===== config.mk =====
export PLATFORM = sky130hd
export DESIGN_NAME = player_sprite_renderer
export DESIGN_NICKNAME = d
export VERILOG_FILES = /design/src/rtl/game_pkg.sv /design/src/rtl/sprite_scan_counter.sv /design/src/rtl/player_sprite_renderer.sv
export SDC_FILE = /design/constraint.sdc
export NUM_CORES = 1
export LEC_CHECK = 0
export CAP_MARGIN = 20
export CORE_UTILIZATION = 45
export DETAILED_ROUTE_END_ITERATION = 8
export DONT_BUFFER_PORTS = 1
export GPL_TIMING_DRIVEN = 0
export PLACE_DENSITY_LB_ADDON = 0.1
export SLEW_MARGIN = 25
export SYNTH_ARGS = -nofsm -noshare
export SYNTH_HDL_FRONTEND = slang
export SYNTH_SLANG_ARGS = --single-unit

===== constraint.sdc =====
create_clock -name clk -period 3.8 [get_ports clk]
set_input_delay 0.19 -clock clk [delete_from_list [all_inputs] [get_ports clk]]
set_output_delay 0.19 -clock clk [all_outputs]
set_load 0.03 [all_outputs]

===== src/rtl/game_pkg.sv =====
// Constants and types shared by the game display path.
package game_pkg;

    localparam int SCREEN_W = 160;
    localparam int SCREEN_H = 120;

    localparam logic [2:0] BLACK = 3'b000;
    localparam logic [2:0] WHITE = 3'b111;

    typedef enum logic [1:0] {
        IDLE  = 2'd0,
        ERASE = 2'd1,
        DRAW  = 2'd2,
        FIN   = 2'd3
    } render_state_t;

endpackage


===== src/rtl/sprite_scan_counter.sv =====
// Row-major sprite offset counter: cx sweeps 0..W-1, then cy steps; last flags the final pixel.
module sprite_scan_counter #(
    parameter int W = 4,
    parameter int H = 4
) (
    input  logic       clk,
    input  logic       reset_n,
    input  logic       clear,
    input  logic       en,
    output logic [2:0] cx,
    output logic [2:0] cy,
    output logic       last
);

    localparam logic [2:0] CX_LAST = 3'(W - 1);
    localparam logic [2:0] CY_LAST = 3'(H - 1);

    assign last = (cx == CX_LAST) && (cy == CY_LAST);

    always_ff @(posedge clk or negedge reset_n) begin
        if (!reset_n) begin
            cx <= 3'd0;
            cy <= 3'd0;
        end else if (clear) begin
            cx <= 3'd0;
            cy <= 3'd0;
        end else if (en) begin
            if (cx == CX_LAST) begin
                cx <= 3'd0;
                cy <= (cy == CY_LAST) ? 3'd0 : cy + 3'd1;
            end else begin
                cx <= cx + 3'd1;
            end
        end
    end

endmodule


===== src/rtl/player_sprite_renderer.sv =====
// Per-frame sprite redraw: erase at the last drawn position, draw at the new one, one pixel per clock.
//   state | meaning
//   IDLE  | waiting for frame_tick (ignored while busy is still high)
//   ERASE | scanning old sprite in BG_COLOUR
//   DRAW  | scanning new sprite in latched colour
//   FIN   | one cycle, done pulses on the next cycle
module player_sprite_renderer
    import game_pkg::*;
#(
    parameter int         SPR_W     = 4,
    parameter int         SPR_H     = 4,
    parameter int         X_MAX     = SCREEN_W - 1,
    parameter int         Y_MAX     = SCREEN_H - 1,
    parameter logic [2:0] FG_COLOUR = WHITE,
    parameter logic [2:0] BG_COLOUR = BLACK
) (
    input  logic       clk,
    input  logic       reset_n,
    input  logic       frame_tick,
    input  logic [7:0] pos_x,
    input  logic [6:0] pos_y,
    input  logic       alive,
    output logic [7:0] vga_x,
    output logic [6:0] vga_y,
    output logic [2:0] vga_colour,
    output logic       vga_plot,
    output logic       busy,
    output logic       done
);

    render_state_t state, state_next;

    logic [7:0] new_x, old_x, base_x;
    logic [6:0] new_y, old_y, base_y;
    logic [2:0] new_col, old_col, pix_col, tick_col;
    logic       has_drawn;
    logic       latch, commit, pix_gen, scan_clear, scan_en;
    logic [2:0] cx, cy;
    logic       scan_last;
    logic [8:0] px;
    logic [7:0] py;
    logic       in_range;

    sprite_scan_counter #(.W(SPR_W), .H(SPR_H)) u_scan (
        .clk     (clk),
        .reset_n (reset_n),
        .clear   (scan_clear),
        .en      (scan_en),
        .cx      (cx),
        .cy      (cy),
        .last    (scan_last)
    );

    assign tick_col = alive ? FG_COLOUR : BG_COLOUR;

    always_comb begin
        state_next = state;
        latch      = 1'b0;
        commit     = 1'b0;
        pix_gen    = 1'b0;
        scan_clear = 1'b0;
        scan_en    = 1'b0;
        case (state)
            IDLE: begin
                scan_clear = 1'b1;
                // busy still covers the done cycle, so a tick there is dropped too
                if (frame_tick && !busy) begin
                    latch = 1'b1;
                    if (has_drawn && pos_x == old_x && pos_y == old_y && tick_col == old_col)
                        state_next = FIN;
                    else if (!has_drawn)
                        state_next = DRAW;
                    else
                        state_next = ERASE;
                end
            end
            ERASE: begin
                pix_gen = 1'b1;
                scan_en = 1'b1;
                if (scan_last) begin
                    scan_clear = 1'b1;
                    state_next = DRAW;
                end
            end
            DRAW: begin
                pix_gen = 1'b1;
                scan_en = 1'b1;
                if (scan_last) begin
                    commit     = 1'b1;
                    state_next = FIN;
                end
            end
            FIN: begin
                scan_clear = 1'b1;
                state_next = IDLE;
            end
            default: state_next = IDLE;
        endcase
    end

    assign base_x  = (state == ERASE) ? old_x : new_x;
    assign base_y  = (state == ERASE) ? old_y : new_y;
    assign pix_col = (state == ERASE) ? BG_COLOUR : new_col;
    // widened sums so an off-screen pixel is clipped rather than wrapped
    assign px       = {1'b0, base_x} + {6'd0, cx};
    assign py       = {1'b0, base_y} + {5'd0, cy};
    assign in_range = (px <= 9'(X_MAX)) && (py <= 8'(Y_MAX));

    always_ff @(posedge clk or negedge reset_n) begin
        if (!reset_n) begin
            state      <= IDLE;
            new_x      <= 8'd0;
            new_y      <= 7'd0;
            new_col    <= BG_COLOUR;
            old_x      <= 8'd0;
            old_y      <= 7'd0;
            old_col    <= 3'd0;
            has_drawn  <= 1'b0;
            vga_x      <= 8'd0;
            vga_y      <= 7'd0;
            vga_colour <= BG_COLOUR;
            vga_plot   <= 1'b0;
            busy       <= 1'b0;
            done       <= 1'b0;
        end else begin
            state    <= state_next;
            vga_plot <= pix_gen && in_range;
            done     <= (state == FIN);
            busy     <= (state_next != IDLE) || (state != IDLE);
            if (latch) begin
                new_x   <= pos_x;
                new_y   <= pos_y;
                new_col <= tick_col;
            end
            if (commit) begin
                old_x     <= new_x;
                old_y     <= new_y;
                old_col   <= new_col;
                has_drawn <= 1'b1;
            end
            if (pix_gen && in_range) begin
                vga_x      <= px[7:0];
                vga_y      <= py[6:0];
                vga_colour <= pix_col;
            end
        end
    end

endmodule


* Word-level counts from Yosys, hierarchy flattened
Cells that the tools add are included.
Operators by class: add/sub/neg operators 4, magnitude comparators 2, equal/unequal tests 8, mux-type cells 23, reduce and logical (&&, ||, !) cells 17
Operators with widths (number):
- $mux 3 | 9
- $mux 2 | 5
- $add 8x3->9 | 1
- $le 9x8->1 const B | 1
- $add 7x3->8 | 1
- $eq 8x8->1 | 1
- $le 8x7->1 const B | 1
- $mux 8 | 1
- $pmux 2 s4 | 1
- $reduce_bool 2->1 | 4
- $eq 7x7->1 | 1
- $logic_and 1x1->1 | 7
- $mux 7 | 1
- $add 3x1->3 const B | 2
- $eq 3x2->1 const B | 2
- $mux 1 | 5
- $eq 2x2->1 const B | 2
- $reduce_or 2->1 | 2
- $eq 3x3->1 | 1
- $eq 2x1->1 const B | 1
- $logic_not 2->1 | 1
- $pmux 1 s2 | 1
- $reduce_and 2->1 | 1
- $logic_not 1->1 | 1
- $logic_or 1x1->1 | 1
Word-level totals: register bits after elaboration 66, input bits 19, output and inout port bits 21, word-level logic and storage cells 70

* Depth between registers and ports, before layout
Gate-level depths: netlist (run 1).
depth after elaboration 9, mapped depth 16, gate-level depth less buffers 12

* Hierarchy
From an unflattened synthesis (run 1), not the netlist that was laid out.
Unflattened totals: cells, all modules 265, area total of the unflattened synthesis 3290.7 µm²
Modules (own cells, without submodules):
- player_sprite_renderer | times used 1, cells each 238, area an instance 2987.9 µm², seq. area each 1351.3 µm²
- sprite_scan_counter | times used 1, cells each 27, area an instance 302.8 µm², seq. area each 150.1 µm²

* Worst setup path before layout (run 1)
No wires, ideal clock.
path kind flip-flop to flip-flop, from register state[1], to register vga_colour[1], library setup time 0.125 ns, arrival time 3.757 ns, required time 3.675 ns, path slack -0.082 ns, cell stages (with the launch flop) 17, buffers on the path 4, clock period less this slack 3.882 ns, path through dfrtp_1 -> inv_1 -> ha_1 -> buf_6 -> buf_2 -> buf_1 -> mux2_2 -> ha_1 -> inv_1 -> fa_1 -> or2b_1 -> a221oi_2 -> xor2_1 -> nand2_1 -> a221oi_4 -> buf_8 -> mux2_4
On the way: cells in the longest elaborated chain, start to end 6, elaborated cells on any way between the ends 13, those cells by class add/sub: 2; order compare: 2; eq/ne: 2; mux: 4; reduce/logical: 3
Ends and longest elaborated chain:
- start, declared | line player_sprite_renderer.sv:31 | render_state_t state, state_next;
- start signal, assigned | line player_sprite_renderer.sv:126 | state <= state_next;
- $eq 2x1->1
- $mux 8 / $mux 7 (equally long branches) | line player_sprite_renderer.sv:101, player_sprite_renderer.sv:102
- $add 8x3->9 / $add 7x3->8 (equally long branches) | line player_sprite_renderer.sv:105, player_sprite_renderer.sv:106
- $le 9x8->1 / $le 8x7->1 (equally long branches) | line player_sprite_renderer.sv:107 | assign in_range = (px <= 9'(X_MAX)) && (py <= 8'(Y_MAX));
- $logic_and 1x1->1 | line player_sprite_renderer.sv:107
- $logic_and 1x1->1 | line player_sprite_renderer.sv:141 | if (pix_gen && in_range) begin
- end signal, assigned | line player_sprite_renderer.sv:144 | vga_colour <= pix_col;
- end, declared | line player_sprite_renderer.sv:25 | output logic [2:0] vga_colour,
Parallel ways exist; a longest one is shown, timed or not. A chain may end at the register's enable or synchronous reset.

* Worst setup path in the final report (run 1)
from register state[1], to register vga_x[3]
On the way: cells in the longest elaborated chain, start to end 6, elaborated cells on any way between the ends 12, those cells by class add/sub: 2; order compare: 2; eq/ne: 2; mux: 3; reduce/logical: 3
Ends and longest elaborated chain:
- $eq 2x1->1 | line player_sprite_renderer.sv:63, player_sprite_renderer.sv:101, player_sprite_renderer.sv:102
- $mux 8 / $mux 7 (equally long branches) | line player_sprite_renderer.sv:101, player_sprite_renderer.sv:102
- $add 8x3->9 / $add 7x3->8 (equally long branches) | line player_sprite_renderer.sv:105, player_sprite_renderer.sv:106
- $le 9x8->1 / $le 8x7->1 (equally long branches) | line player_sprite_renderer.sv:107
- $logic_and 1x1->1 | line player_sprite_renderer.sv:107
- $logic_and 1x1->1 | line player_sprite_renderer.sv:141
- end signal, assigned | line player_sprite_renderer.sv:142 | vga_x <= px[7:0];
- end, declared | line player_sprite_renderer.sv:23 | output logic [7:0] vga_x,
Parallel ways exist; a longest one is shown, timed or not.

==> results of run 1 <==
-- Yosys cell counts --
| cell | instances |
|---|---|
| clkbuf_1 | 3 |
| or3_1 | 1 |
| buf_1 | 1 |
| or2b_1 | 1 |
| and2_1 | 1 |
| ha_1 | 13 |
| a221oi_4 | 1 |
| mux2i_1 | 13 |
| buf_2 | 1 |
| o22ai_1 | 2 |
| buf_6 | 1 |
| a21o_1 | 1 |
| mux2_4 | 4 |
| mux2_2 | 46 |
| a211o_1 | 2 |
| dfrtp_1 | 60 |
| nand2_1 | 15 |
| o32ai_1 | 1 |
| o21ai_0 | 10 |
| nor3_1 | 1 |
| and3b_1 | 1 |
| nor2b_1 | 5 |
| buf_4 | 2 |
| o21a_1 | 1 |
| a221oi_2 | 1 |
| nand2b_1 | 3 |
| xnor2_1 | 23 |
| a22oi_1 | 2 |
| xor2_1 | 6 |
| inv_1 | 17 |
| a21boi_0 | 1 |
| a31oi_1 | 1 |
| nor2_1 | 6 |
| nand3b_4 | 1 |
| nor4_1 | 1 |
| o31ai_1 | 1 |
| nand4_1 | 4 |
| a21oi_1 | 6 |
| nand3_1 | 4 |
| buf_8 | 1 |
| a32o_1 | 1 |
| nand3b_1 | 2 |
| fa_1 | 2 |
-- how the worst min path moves through the flow --
stage,from,endpoint,slack (ns),depth (start not counted)
floorplan,reset_n,busy,-0.11,0
global route,pos_x[1],new_x[1],0.007,1
global placement,reset_n,vga_x[4],-0.10,0
finish,pos_x[1],new_x[1],0.01,1
CTS,pos_x[1],new_x[1],0.006,1
detailed placement,reset_n,old_x[4],-0.10,0
-- area by class of cell --
type / instances / area share, %
well taps: 96 / 3.091
clock buffers: 10 / 3.284
repair buffers: 22 / 6.246
plain buffers: 7 / 1.706
flip-flops and latches: 60 / 38.63
inverters: 17 / 1.642
multi-input cells: 184 / 42.50
clock inverters: 6 / 2.898
-- kinds of logic after synthesis --
| kind of cell | after synthesis | synth area share [%] |
|---|---|---|
| adders and majority gates | 15 | 6.214 |
| AOI/OAI and AO/OA | 31 | 6.790 |
| buffers and inverters | 26 | 3.835 |
| xor gates and xnor gates | 29 | 7.787 |
| muxes | 63 | 21.71 |
| and+or+nand+nor | 46 | 7.633 |
| DFF | 60 | 46.03 |
-- worst max-delay path, stage by stage, from the launching register on --
cell	delay [ns]
dfrtp_1	0.43
inv_1	0.13
ha_4	0.20
buf_12	0.15
mux2_2	0.22
ha_1	0.15
inv_1	0.05
fa_1	0.42
or2b_1	0.25
a221oi_2	0.25
xor2_1	0.21
nand2_1	0.12
a221oi_4	0.25
buf_4	0.19
buf_12	0.15
mux2_4	0.30
-- flip-flops by register name, indices dropped and copies added, names as in the netlist, 2 cells and up --
signal / cells
new_x: 8
new_y: 7
old_x: 8
old_y: 7
state: 2
u_scan.cx: 3
u_scan.cy: 3
vga_x: 8
vga_y: 7
-- metrics by stage --
stage | setup TNS, ns | power (W) | hold WS, ns | setup slack, ns | cell area, sq um
2_1_floorplan | 0 | 0.002382 | -0.1056 | 0.06527 | 3263
3_3_place_gp | -10.69 | 0.002649 | -0.1038 | -0.7732 | 3383
3_5_place_dp | -9.989 | 0.002667 | -0.1039 | -0.7288 | 3383
4_1_cts | 0 | 0.003464 | 0.006139 | 0.01961 | 3844
5_1_grt | 0 | 0.003690 | 0.006968 | 0.01348 | 3886
6_report | 0 | 0.003449 | 0.009747 | 0.1939 | 3886
-- power groups by stage --
stage	logic, W	clock network [W]	registers, W
2_1_floorplan	0.00106	0	0.00132
3_3_place_gp	0.00128	0	0.00137
3_5_place_dp	0.00129	0	0.00138
4_1_cts	0.00138	0.000716	0.00137
5_1_grt	0.00153	0.000745	0.00142
6_report	0.00138	0.000700	0.00137
-- layer usage --
metal  share of wire (%)  global-route usage, %  vias up
met3                 3.9                  3.886       12
met2                  49                  32.28       39
met4                 1.7                  8.048        0
met5                   0                      0        -
met1                  46                  26.92     1097
li1                    -                      -      997
-- timing repair --
item,CTS,global route
setup buffers,3,1
endpoints found under the hold margin,75,0
endpoints found under the setup margin,17,15
gates resized for setup,4,4
cloned,0,1
pin swaps,2,1
hold buffers,17,0
==> metrics.yaml, run 1 <==
run_status:
  status: "finished clean"
global_routing:
  grt_pass1_wl_um: 11210
  overflow: 0
  antenna_found_initial: 0
  grt_max_degree: 61
  grt_pass1_vias: 2217
  grtUsageTotal_pct: 20.15
final_layout:
  drive_gt1_share_pct: 26.14
  fin_util_pct: 56.27
  nNetsFinal: 335
  multi_input_area_sq_um: 1652
  diodes: 0
  fillers: 608
  final_cell_mix: "dfrtp_1 (60), mux2_2 (46), xnor2_1 (23)"
  instances_no_fill: 402
  ff_latch_area_sq_um: 1501
  area_growth_pct: 19.14
  final_common_cell: "dfrtp_1"
worst_hold_path:
  hp-class: "input port to register"
worst_setup_path:
  timing.critical_path.from_type: "register"
  rrSetupSlack_ns: 0.19
  critPathLaunch: "state[1]"
  cp.required_ns: 4.02
  critPathCaptureType: "register"
  cp_max_fo: 13
  regToRegStartpoint: "state[1]"
  worstPathArrival_ns: 3.82
  crit_type: "register to register"
  r2r_end: "vga_x[3]"
  worstSetupEndpoint: "vga_x[3]"
  rr_worst_depth: 15
clock_network:
  cts_buffer_depth: 2
  cts_root_buf: "clkbuf_8"
  clk_pin_slew_ns: 0.06
  clock-sinks: 60
  tritoncts: "built"
  cts_buffers: 9
  h-tree-depth: 3
  clock_latency_ns: 0.34
synthesis:
  seq_area_frac_synth_pct: 46.03
  synthesis.nets: 304
  synth_cell_types: 43
  synth_area_leaders: "dfrtp_1 (46%), mux2_2 (16%), xnor2_1 (6.2%)"
  netlist_area_sq_um: 3262
  yosys_warnings: 0
  yosys.area.top_type: "dfrtp_1"
  synth_top_area_share_pct: 46.03
  ys_seq_elements: 60
  syn_inst: 270
  avgSynthCellArea_sq_um: 12.08
drt:
  vias: 2145
  drt-total-wl_um: 6952
  drc: 0
  wire_per_inst_um: 17.29
  first_iter_violations: 53
  viasPerCell: 5.336
  ant_nets: 0
  drtPass1Iterations: 4
timing:
  drv_slew: 0
  slew_headroom_pct: 52.78
  finalCriticalPeriod_ns: 3.606
  fin_skew_ns: 0.008303
  hold_viol: 0
  rsz0062_at_grt: "false"
  finalSetupViolCount: 0
  worst_pin_slew_ns: 0.7084
  fmax_mhz: 277.3
  period_share_pct: 94.90
pwr:
  power_frac_seq_pct: 39.7
  comb_power_share_pct: 40.0
  leakage_nw: 1.735
  ir_drop_mv: 0.3267
  intPower_w: 0.002126
  switching_share_pct: 38.34
  p_sw_w: 0.001322
  power_frac_clock_pct: 20.3
  p_per_area_nw_per_um2: 887.4
floorplan:
  die_w_um: 87.14
  core-area_sq_um: 6907
  start_util_pct: 47.23
  die_area_sq_um: 7593
  die_h_um: 87.14
  ios: 40
  rows: 30
run:
  drv_cap: 0
placed_design:
  gp_congestion: 0.7743
  port_buffers: 0
  hpwlAfterDp_um: 4670
  placed_cells: 366
(Power assumes the default switching activity.)
==> run 2: changes to the inputs <==
Settings changed: CTS_BUF_LIST set to sky130_fd_sc_hd__clkbuf_2.
==> metrics.yaml, run 2 (synthesis gave the netlist of run 1 again) <==
worst_setup_path:
  crit_type: "register to register"
  rrSetupSlack_ns: 0.21
  r2r_end: "vga_y[0]"
  worstPathArrival_ns: 3.99
  critPathLaunch: "state[1]"
  worstSetupEndpoint: "vga_y[0]"
  cp_max_fo: 26
  timing.critical_path.from_type: "register"
  critPathCaptureType: "register"
  cp.required_ns: 4.20
  regToRegStartpoint: "state[1]"
  rr_worst_depth: 15
floorplan:
  die_w_um: 87.14
  core-area_sq_um: 6907
  rows: 30
  ios: 40
  die_area_sq_um: 7593
  die_h_um: 87.14
  start_util_pct: 47.23
timing:
  fin_skew_ns: 0.02357
  fmax_mhz: 278.5
  hold_viol: 0
  period_share_pct: 94.49
  rsz0062_at_grt: "false"
  drv_slew: 0
  finalSetupViolCount: 0
  worst_pin_slew_ns: 0.7091
  finalCriticalPeriod_ns: 3.591
  slew_headroom_pct: 52.72
global_routing:
  overflow: 0
  grt_pass1_wl_um: 11300
  antenna_found_initial: 0
  grtUsageTotal_pct: 20.53
  grt_max_degree: 61
  grt_pass1_vias: 2219
final_layout:
  fin_util_pct: 55.92
  final_cell_mix: "dfrtp_1 (60), mux2_2 (46), xnor2_1 (23)"
  fillers: 622
  nNetsFinal: 344
  drive_gt1_share_pct: 28.25
  final_common_cell: "dfrtp_1"
  area_growth_pct: 18.41
  reg_top3: "new_x (8), old_x (8), vga_x (8)"
  diodes: 0
  instances_no_fill: 411
pwr:
  p_per_area_nw_per_um2: 886.0
  leakage_nw: 1.755
  fin_total_pwr_w: 0.003422
  ir_drop_mv: 0.3307
run:
  drv_cap: 0
drt:
  wire_per_inst_um: 16.89
  vias: 2174
  drc: 0
  drtPass1Iterations: 4
  first_iter_violations: 52
  viasPerCell: 5.290
  drt-total-wl_um: 6942
  ant_nets: 0
clock_network:
  cts_root_buf: "clkbuf_2"
  cts_buffers: 9
  h-tree-depth: 3
  tritoncts: "built"
  clock_latency_ns: 0.50
  clk_pin_slew_ns: 0.17
  clock-sinks: 60
  cts_buffer_depth: 2
placed_design:
  placed_cells: 366
  port_buffers: 0
  gp_congestion: 0.7743
  hpwlAfterDp_um: 4670
worst_hold_path:
  min_delay_path_depth: 3
  hp-class: "input port to register"
run_status:
  status: "finished clean"
-- run 2: final cells by class --
cell class | count | area (sq um) | area share, %
Buffer | 7 | 56.30 | 1.458
Clock buffer | 10 | 50.05 | 1.296
Clock inverter | 6 | 112.6 | 2.915
Inverter | 17 | 63.81 | 1.652
Multi-Input combinational cell | 184 | 1642 | 42.50
Sequential cell | 60 | 1501 | 38.87
Tap cell | 96 | 120.1 | 3.110
Timing Repair Buffer | 31 | 316.6 | 8.196
-- run 2: how the worst min path moves through the flow --
stage,startpoint,endpoint,slack [ns]
after floorplan,reset_n,busy,-0.11
after global placement,reset_n,vga_x[4],-0.10
after detailed placement,reset_n,old_x[4],-0.10
after CTS,frame_tick,state[1],0.14
after global routing,frame_tick,state[1],0.16
final,frame_tick,state[1],0.18
-- run 2: power breakdown --
part / internal (W) / total [W] / leakage (nW) / switching [W]
clock: 0.000288 / 0.000541 / 0.0961 / 0.000253
sequential: 0.000930 / 0.00136 / 0.756 / 0.000431
combinational: 0.000865 / 0.00152 / 0.902 / 0.000655
-- run 2: routing by layer --
layer,GRT usage (%),vias to the layer above,wire length [um]
li1,-,1019,-
met1,27.71,1107,3241
met2,31.64,38,3345
met3,4.455,10,239
met4,9.389,0,115
met5,0,-,0
-- run 2: stage by stage --
stage / cell area (sq um) / hold WS, ns / setup WS (ns) / setup TNS (ns)
5_1_grt: 3862 / 0.1643 / 0.02855 / 0
3_3_place_gp: 3383 / -0.1038 / -0.7732 / -10.69
2_1_floorplan: 3263 / -0.1056 / 0.06527 / 0
6_report: 3862 / 0.1785 / 0.2093 / 0
4_1_cts: 3807 / 0.1384 / 0.02393 / 0
3_5_place_dp: 3383 / -0.1039 / -0.7288 / -9.989
-- run 2: worst max-delay path, cell delays in order (launching register included) --
cell,delay (ns)
dfrtp_1,0.45
inv_1,0.12
ha_1,0.18
buf_8,0.23
mux2_2,0.19
ha_1,0.16
inv_1,0.06
fa_2,0.36
or2b_1,0.25
a221oi_2,0.27
xor2_1,0.21
nand2_1,0.12
a221oi_4,0.27
buf_4,0.17
buf_6,0.13
mux2_2,0.33
-- run 2: timing repair --
item                                    CTS  global route
endpoints found under the hold margin    76             0
buffers inserted                          7             5
endpoints found under the setup margin   17            16
hold buffers                             18             0
gates cloned                              0             1
gates resized for setup                   5             1
pin swaps                                 2             2
==> run 3: changes to the inputs <==
Settings changed: CORE_UTILIZATION 45 to 55.
==> metrics.yaml, run 3 (synthesis gave the netlist of run 1 again) <==
drt:
  drt-total-wl_um: 6510
  drtPass1Iterations: 4
  ant_nets: 0
  viasPerCell: 5.540
  first_iter_violations: 75
  wire_per_inst_um: 17.22
  vias: 2094
  drc: 0
clock_network:
  clock_latency_ns: 0.46
  cts_buffers: 9
  tritoncts: "built"
  clock-sinks: 60
  cts_buffer_depth: 2
  cts_root_buf: "clkbuf_2"
  h-tree-depth: 3
  clk_pin_slew_ns: 0.15
placed_design:
  hpwlAfterDp_um: 4619
  placed_cells: 342
  gp_congestion: 0.8361
  port_buffers: 0
timing:
  finalCriticalPeriod_ns: 3.527
  fmax_mhz: 283.5
  final.setup.tns_ns: 0
  drv_slew: 0
  slew_headroom_pct: 56.31
  rsz0062_at_grt: "false"
  finalSetupViolCount: 0
  fin_skew_ns: 0.01450
  period_share_pct: 92.82
  fin_hold_ws_ns: 0.2088
  hold_viol: 0
  worst_pin_slew_ns: 0.6553
floorplan:
  core-area_sq_um: 5608
  ios: 40
  rows: 27
  start_util_pct: 58.17
  die_w_um: 79.01
  die_area_sq_um: 6243
  die_h_um: 79.01
final_layout:
  diodes: 0
  nNetsFinal: 335
  multi_input_area_sq_um: 1644
  final_common_cell: "dfrtp_1"
  final_cell_mix: "dfrtp_1 (60), mux2_2 (46), xnor2_1 (23)"
  area_growth_pct: 12.54
  fillers: 462
  ff_latch_area_sq_um: 1501
  instances_no_fill: 378
  fin_util_pct: 65.46
  reg_top3: "new_x (8), old_x (8), vga_x (8)"
  drive_gt1_share_pct: 26.14
worst_setup_path:
  worstSetupEndpoint: "vga_x[0]"
  rr_worst_depth: 14
  cp_max_fo: 26
  crit_type: "register to register"
  rrSetupSlack_ns: 0.27
  timing.critical_path.from_type: "register"
  worstPathArrival_ns: 3.88
  regToRegStartpoint: "state[1]"
  critPathCaptureType: "register"
  r2r_end: "vga_x[0]"
  critPathLaunch: "state[1]"
  cp.required_ns: 4.15
global_routing:
  grt_pass1_wl_um: 10470
  grt_pass1_vias: 2149
  grtUsageTotal_pct: 22.99
  overflow: 0
  antenna_found_initial: 0
  grt_max_degree: 61
pwr:
  power_frac_seq_pct: 44.8
  p_per_area_nw_per_um2: 827.5
  ir_drop_mv: 0.4076
  comb_power_share_pct: 44.8
  intPower_w: 0.001771
  switching_share_pct: 41.71
  power_frac_clock_pct: 10.4
  p_sw_w: 0.001267
  leakage_nw: 1.669
worst_hold_path:
  hp-class: "input port to register"
run:
  drv_cap: 0
run_status:
  status: "finished clean"
run 3: cell count changes in the layout (fill, tap and decap cells not counted), sizes merged:
cell and delta:
buf -8, bufinv -3, clkbuf +2
run 3: per-stage QoR:
step	setup slack [ns]	area, sq um	total power [W]
finish	0.2729	3671	0.003038
floorplan	0.06527	3263	0.002382
global placement	-0.6827	3353	0.002619
detailed placement	-0.6465	3353	0.002660
CTS	0.05566	3654	0.003043
global route	0.04138	3671	0.003262
run 3: timing repair:
item                                    4_1_cts  5_1_grt
resized for setup                             2        6
pin swaps                                     1        3
cloned                                        0        0
endpoints found under the setup margin       17       15
hold buffers                                 18        0
endpoints found under the hold margin        76        0
buffers inserted                              3        1
run 3: worst max-delay path: stages, from the launching register on:
cell and delay [ns]:
dfrtp_1 0.42, inv_1 0.11, ha_2 0.21, buf_12 0.19
mux2_2 0.18, ha_1 0.16, inv_1 0.06, fa_2 0.36
or2b_1 0.25, a221oi_2 0.29, xor2_1 0.21, nand2_1 0.12
a221oi_4 0.35, buf_6 0.19, mux2_2 0.33
run 3: power groups by stage:
stage	logic [W]	registers (W)	clock network, W
global route	0.00151	0.00140	0.000351
floorplan	0.00106	0.00132	0
global placement	0.00125	0.00137	0
detailed placement	0.00127	0.00139	0
CTS	0.00135	0.00136	0.000324
finish	0.00136	0.00136	0.000316
run 3: final cells by class:
cell class | instances | share of cell area [%]
Buffer | 7 | 1.670
Clock buffer | 13 | 1.772
Clock inverter | 3 | 0.3749
Inverter | 17 | 1.738
Multi-Input combinational cell | 184 | 44.79
Sequential cell | 60 | 40.90
Tap cell | 72 | 2.454
Timing Repair Buffer | 22 | 6.305
run 3: worst min path at each step:
stage | endpoint | startpoint | depth (start not counted) | slack [ns]
2_1_floorplan | busy | reset_n | 0 | -0.11
3_3_place_gp | vga_x[4] | reset_n | 0 | -0.10
3_5_place_dp | old_x[3] | reset_n | 0 | -0.10
4_1_cts | state[0] | frame_tick | 4 | 0.16
5_1_grt | state[1] | frame_tick | 3 | 0.20
6_report | state[1] | pos_y[5] | 5 | 0.21
run 3: per-layer routing:
layer,track usage (%),part of all wire [%]
met2,36.21,48
met3,4.368,4.3
met5,0,0
met1,30.38,46
met4,11.27,1.9
